==> config.mk <==
export PLATFORM = sky130hd
export DESIGN_NAME = fifo_ctrl_flat
export DESIGN_NICKNAME = d
export VERILOG_FILES = /design/src/rtl/fifo_ctrl_if.sv /design/src/rtl/fifo_ctrl.sv /design/src/flat_wrapper.sv
export SDC_FILE = /design/constraint.sdc
export NUM_CORES = 1
export LEC_CHECK = 0
export ABC_AREA = 1
export CORE_MARGIN = 4
export CORE_UTILIZATION = 24
export DETAILED_ROUTE_END_ITERATION = 10
export GPL_TIMING_DRIVEN = 0
export HOLD_SLACK_MARGIN = 0.15
export PLACE_DENSITY = 0.53
export SYNTH_ARGS = -nofsm -noshare
export SYNTH_HDL_FRONTEND = slang
export SYNTH_SLANG_ARGS = --single-unit
export TNS_END_PERCENT = 100
==> constraint.sdc <==
create_clock -name clk -period 2.8 [get_ports clk]
set_input_delay 0.42 -clock clk [delete_from_list [all_inputs] [get_ports clk]]
set_output_delay 0.42 -clock clk [all_outputs]
set_load 0.03 [all_outputs]
==> src/rtl/fifo_ctrl_if.sv <==
// Request/status bundle between a FIFO user and fifo_ctrl.
// The master issues push/pop requests; the slave (the controller) returns storage control and status.
interface fifo_ctrl_if #(
  parameter int ADDR_WIDTH = 2
);
  // Request semantics: wr/rd are one-cycle requests sampled on every rising edge.
  // A push is taken exactly when wr_en is 1 in that cycle. A pop is taken when rd is 1 and empty is 0.
  // Rejected requests are not retried; they only set the sticky error flags.
  logic                  wr;
  logic                  rd;
  logic                  clr_err;
  logic                  wr_en;
  logic [ADDR_WIDTH-1:0] w_addr;
  logic [ADDR_WIDTH-1:0] r_addr;
  logic                  full;
  logic                  empty;
  logic                  almost_full;
  logic                  almost_empty;
  logic [ADDR_WIDTH:0]   count;
  logic                  overflow;
  logic                  underflow;

  modport master (
    output wr, rd, clr_err,
    input  wr_en, w_addr, r_addr, full, empty, almost_full, almost_empty,
           count, overflow, underflow
  );

  modport slave (
    input  wr, rd, clr_err,
    output wr_en, w_addr, r_addr, full, empty, almost_full, almost_empty,
           count, overflow, underflow
  );
endinterface

==> src/rtl/fifo_ctrl.sv <==
// Pointer/status controller that turns an external register-file array into a synchronous FWFT FIFO.
// All status is derived from the registered occupancy count; only wr_en is combinational.
module fifo_ctrl #(
  parameter int ADDR_WIDTH = 2,
  parameter int AFULL_LVL  = 2**ADDR_WIDTH-1,
  parameter int AEMPTY_LVL = 1
) (
  input logic        clk,
  input logic        reset,
  fifo_ctrl_if.slave bus
);
  localparam int              CW       = ADDR_WIDTH + 1;
  localparam logic [CW-1:0]   DEPTH    = CW'(2**ADDR_WIDTH);
  localparam logic [CW-1:0]   AFULL_C  = CW'(AFULL_LVL);
  localparam logic [CW-1:0]   AEMPTY_C = CW'(AEMPTY_LVL);

  logic [ADDR_WIDTH-1:0] r_wptr;
  logic [ADDR_WIDTH-1:0] r_rptr;
  logic [CW-1:0]         r_count;
  logic                  r_full;
  logic                  r_empty;
  logic                  r_afull;
  logic                  r_aempty;
  logic                  r_ovf;
  logic                  r_unf;

  logic                  w_push_ok;
  logic                  w_pop_ok;
  logic [CW-1:0]         w_count_nxt;

  // A push into a full FIFO is legal when a pop frees the slot in the same cycle.
  assign w_push_ok = bus.wr & (~r_full | bus.rd);
  assign w_pop_ok  = bus.rd & ~r_empty;

  always_comb begin
    w_count_nxt = r_count;
    case ({w_push_ok, w_pop_ok})
      2'b10:   w_count_nxt = r_count + CW'(1);
      2'b01:   w_count_nxt = r_count - CW'(1);
      default: w_count_nxt = r_count;
    endcase
  end

  always_ff @(posedge clk or posedge reset) begin
    if (reset) begin
      r_wptr   <= '0;
      r_rptr   <= '0;
      r_count  <= '0;
      r_full   <= 1'b0;
      r_empty  <= 1'b1;
      r_afull  <= 1'b0;
      r_aempty <= 1'b1;
      r_ovf    <= 1'b0;
      r_unf    <= 1'b0;
    end else begin
      if (w_push_ok) r_wptr <= r_wptr + ADDR_WIDTH'(1);
      if (w_pop_ok)  r_rptr <= r_rptr + ADDR_WIDTH'(1);
      r_count  <= w_count_nxt;
      r_full   <= (w_count_nxt == DEPTH);
      r_empty  <= (w_count_nxt == '0);
      r_afull  <= (w_count_nxt >= AFULL_C);
      r_aempty <= (w_count_nxt <= AEMPTY_C);
      // A new error in the same cycle as clr_err keeps the flag set.
      r_ovf    <= (r_ovf & ~bus.clr_err) | (bus.wr & ~w_push_ok);
      r_unf    <= (r_unf & ~bus.clr_err) | (bus.rd & ~w_pop_ok);
    end
  end

  assign bus.wr_en        = w_push_ok & ~reset;
  assign bus.w_addr       = r_wptr;
  assign bus.r_addr       = r_rptr;
  assign bus.count        = r_count;
  assign bus.full         = r_full;
  assign bus.empty        = r_empty;
  assign bus.almost_full  = r_afull;
  assign bus.almost_empty = r_aempty;
  assign bus.overflow     = r_ovf;
  assign bus.underflow    = r_unf;
endmodule

==> src/flat_wrapper.sv <==
// flat-port wrapper written by rule: the top's interface ports become plain ports
module fifo_ctrl_flat 
#(
  parameter int ADDR_WIDTH = 2,
  parameter int AFULL_LVL  = 2**ADDR_WIDTH-1,
  parameter int AEMPTY_LVL = 1
)
  (clk, reset, bus_wr, bus_rd, bus_clr_err, bus_wr_en, bus_w_addr, bus_r_addr, bus_full, bus_empty, bus_almost_full, bus_almost_empty, bus_count, bus_overflow, bus_underflow);
  fifo_ctrl_if #(.ADDR_WIDTH(ADDR_WIDTH)) bus_i ();
  input logic clk;
  input logic reset;
  input wire logic [$bits(bus_i.wr)-1:0] bus_wr;
  input wire logic [$bits(bus_i.rd)-1:0] bus_rd;
  input wire logic [$bits(bus_i.clr_err)-1:0] bus_clr_err;
  output wire logic [$bits(bus_i.wr_en)-1:0] bus_wr_en;
  output wire logic [$bits(bus_i.w_addr)-1:0] bus_w_addr;
  output wire logic [$bits(bus_i.r_addr)-1:0] bus_r_addr;
  output wire logic [$bits(bus_i.full)-1:0] bus_full;
  output wire logic [$bits(bus_i.empty)-1:0] bus_empty;
  output wire logic [$bits(bus_i.almost_full)-1:0] bus_almost_full;
  output wire logic [$bits(bus_i.almost_empty)-1:0] bus_almost_empty;
  output wire logic [$bits(bus_i.count)-1:0] bus_count;
  output wire logic [$bits(bus_i.overflow)-1:0] bus_overflow;
  output wire logic [$bits(bus_i.underflow)-1:0] bus_underflow;
  assign bus_i.wr = bus_wr;
  assign bus_i.rd = bus_rd;
  assign bus_i.clr_err = bus_clr_err;
  assign bus_wr_en = bus_i.wr_en;
  assign bus_w_addr = bus_i.w_addr;
  assign bus_r_addr = bus_i.r_addr;
  assign bus_full = bus_i.full;
  assign bus_empty = bus_i.empty;
  assign bus_almost_full = bus_i.almost_full;
  assign bus_almost_empty = bus_i.almost_empty;
  assign bus_count = bus_i.count;
  assign bus_overflow = bus_i.overflow;
  assign bus_underflow = bus_i.underflow;
  fifo_ctrl #(.ADDR_WIDTH(ADDR_WIDTH), .AFULL_LVL(AFULL_LVL), .AEMPTY_LVL(AEMPTY_LVL)) u_core (.clk(clk), .reset(reset), .bus(bus_i));
endmodule
==> qor.csv <==
metric,value,unit
status,"finished, final reports clean",
cts.clk_slew.worst_paths,80,ps
finish.net_count,90,
synth_cell_types,19,
fp.dieW,58.03,um
grt_max_degree,14,
num_io_pins,19,
routed_wirelength,1141,um
die_h,58.03,um
layout-drive-gt1-share,0.1829,
critPathKind,input port to primary output,
clock_latency,270,ps
reg2reg_from,u_core.bus.full,
tns,0,ps
track_usage,0.08041,
cts_sinks,13,
cp.required,2380,ps
layout_commonest_cell,clkdlybuf4s50_1,
r2r_slack,1020,ps
grt_first_pass_wirelength,1994,um
cts_setup_buffers,0,
r2r-end,u_core.bus.almost_full,
grt_pass1_vias,464,
finClkSkew,2.084,ps
irDropWorstVdd,0.4844,mV
crit_arrival,1870,ps
crit_path_start_kind,input port,
netlist_instances,60,
syn-num-nets,67,
mostFrequentLayoutCells,"clkdlybuf4s50_1 (18), dfrtp_1 (11), inv_1 (10), nor2_1 (9), nand2_1 (5)",
r2r_cells,10,
max_freq,437.6,MHz
critPathCaptureType,primary output,
maxCapViolations,0,
routabilityCongestion,0.7108,
drc,0,
cts_made_buffers,3,
maxSlewViolCount,0,
synth_top_area_frac,0.4583,
power.density,1298,mW/mm2
root_buffer,clkbuf_4,
postSynthAreaPerCell,10.01,um2
max_slew_margin,0.6537,
tritoncts,built,
port_buffers,18,
fillers,243,
hold_buffers,0,
ant_nets,0,
rows,17,
finalSetupViolations,0,
wl_per_cell,10.37,um
core,0.002297,mm2
via_count,447,
first_pass_iters,2,
antenna_found_initial,0,
netlist_area,600.6,um2
ys_seq_area_frac,0.5458,
p_leak,0.3882,nW
hold_class,register to register,
rsz0062_at_grt,false,
htree_levels,1,
hpwl,895.3,um
whs_endpoint,u_core.bus.w_addr[1],
start_util,0.2614,
first_iter_violations,5,
period_needed,2285,ps
via_per_inst,4.064,
cts.path.max_buffers,2,
antennaDiodeCount,0,
ys_ff_latch,13,
fin_crit_sh,0.8161,
min_path_cells,1,
worst_pin_slew,518.9,ps
min-delay-start,u_core.bus.w_addr[1],
cp_max_fo,3,
yosysTopAreaCell,dfrtp_1,
area_growth_syn_to_layout,40.21,%
ys_top_cells_by_area,"dfrtp_1 (46%), dfstp_2 (8.8%), inv_1 (6.3%)",
yosys_warnings,0,
final_util,0.3666,
cts.repair.resized,0,
use_met2,0.1177,
die-area,0.003367,mm2
grtUsageMet3,0.03118,
grt-ovfl-total,0,
grt-busiest-layer,met2,
hold_viol_final,0,
use_met1,0.09452,
## worst max path at each step
stage / start / end / slack (ps)
finish: bus_rd / bus_wr_en / 510
global route: bus_rd / bus_wr_en / 420
CTS: bus_rd / bus_wr_en / 500
detailed placement: bus_rd / u_core.bus.almost_full / 470
global placement: bus_rd / u_core.bus.almost_full / 450
floorplan: u_core.bus.full / u_core.bus.almost_full / 980
## synthesized netlist by cell type, drive strengths merged
| cell type | instances |
|---|---|
| a21oi | 2 |
| and2 | 1 |
| dfrtp | 11 |
| dfstp | 2 |
| fa | 1 |
| ha | 1 |
| inv | 12 |
| nand2 | 9 |
| nand3 | 3 |
| nand4 | 1 |
| nor2 | 11 |
| o21ai | 4 |
| xor2 | 2 |
## cells by family after synthesis
logic type,share of synthesized area
simple gates,0.2333
fa+ha+maj,0.05416
buf+inv,0.07501
xor+xnor,0.04168
compound gates,0.05000
flops,0.5458
## where the power goes
| part | internal, W | total (W) | switching, W | leakage (nW) |
|---|---|---|---|---|
| clock network | 0.0000552 | 0.000116 | 0.0000606 | 0.0150 |
| registers | 0.000285 | 0.000347 | 0.0000615 | 0.153 |
| logic | 0.000255 | 0.000631 | 0.000376 | 0.220 |
| total | 0.000595 | 0.00109 | 0.000498 | 0.388 |
## state kept, by name, indices dropped and copies added, names as in the netlist
register	cells
u_core.bus.almost_empty	1
u_core.bus.almost_full	1
u_core.bus.count	3
u_core.bus.empty	1
u_core.bus.full	1
u_core.bus.overflow	1
u_core.bus.r_addr	2
u_core.bus.underflow	1
u_core.bus.w_addr	2
## layout make-up
type / instances / area [um2] / area share
Multi-Input combinational cell: 35 / 227.7 / 0.2704
Inverter: 12 / 45.04 / 0.05349
Clock buffer: 4 / 26.28 / 0.03120
Tap cell: 28 / 35.03 / 0.04160
Timing Repair Buffer: 18 / 180.2 / 0.2140
Sequential cell: 13 / 327.8 / 0.3893
## worst max-delay path, cell delays in order
cell             delay (ps)
clkdlybuf4s50_1         490
inv_2                    70
nand2_4                  70
nand2_4                  60
nor2_1                   80
clkdlybuf4s50_1         670
## per-layer routing
layer | wire length (um) | vias up
met2 | 496 | 15
met5 | 0 | -
met3 | 73 | 4
met4 | 33 | 0
met1 | 538 | 202
li1 | - | 226
## through the flow
step | cell area [um2] | instances | total power (W) | setup WS (ps) | hold WS (ps)
floorplan | 600.6 | 60 | 0.0007586 | 976.4 | 295.5
global placement | 815.8 | 106 | 0.0009833 | 449.8 | 456.3
detailed placement | 815.8 | 106 | 0.0009920 | 466.3 | 463.3
CTS | 842.1 | 110 | 0.001116 | 504.5 | 478.3
global route | 842.1 | 110 | 0.001187 | 422.4 | 505.0
finish | 842.1 | 110 | 0.001093 | 514.8 | 468.3
Power figures use the tool's default switching activity.
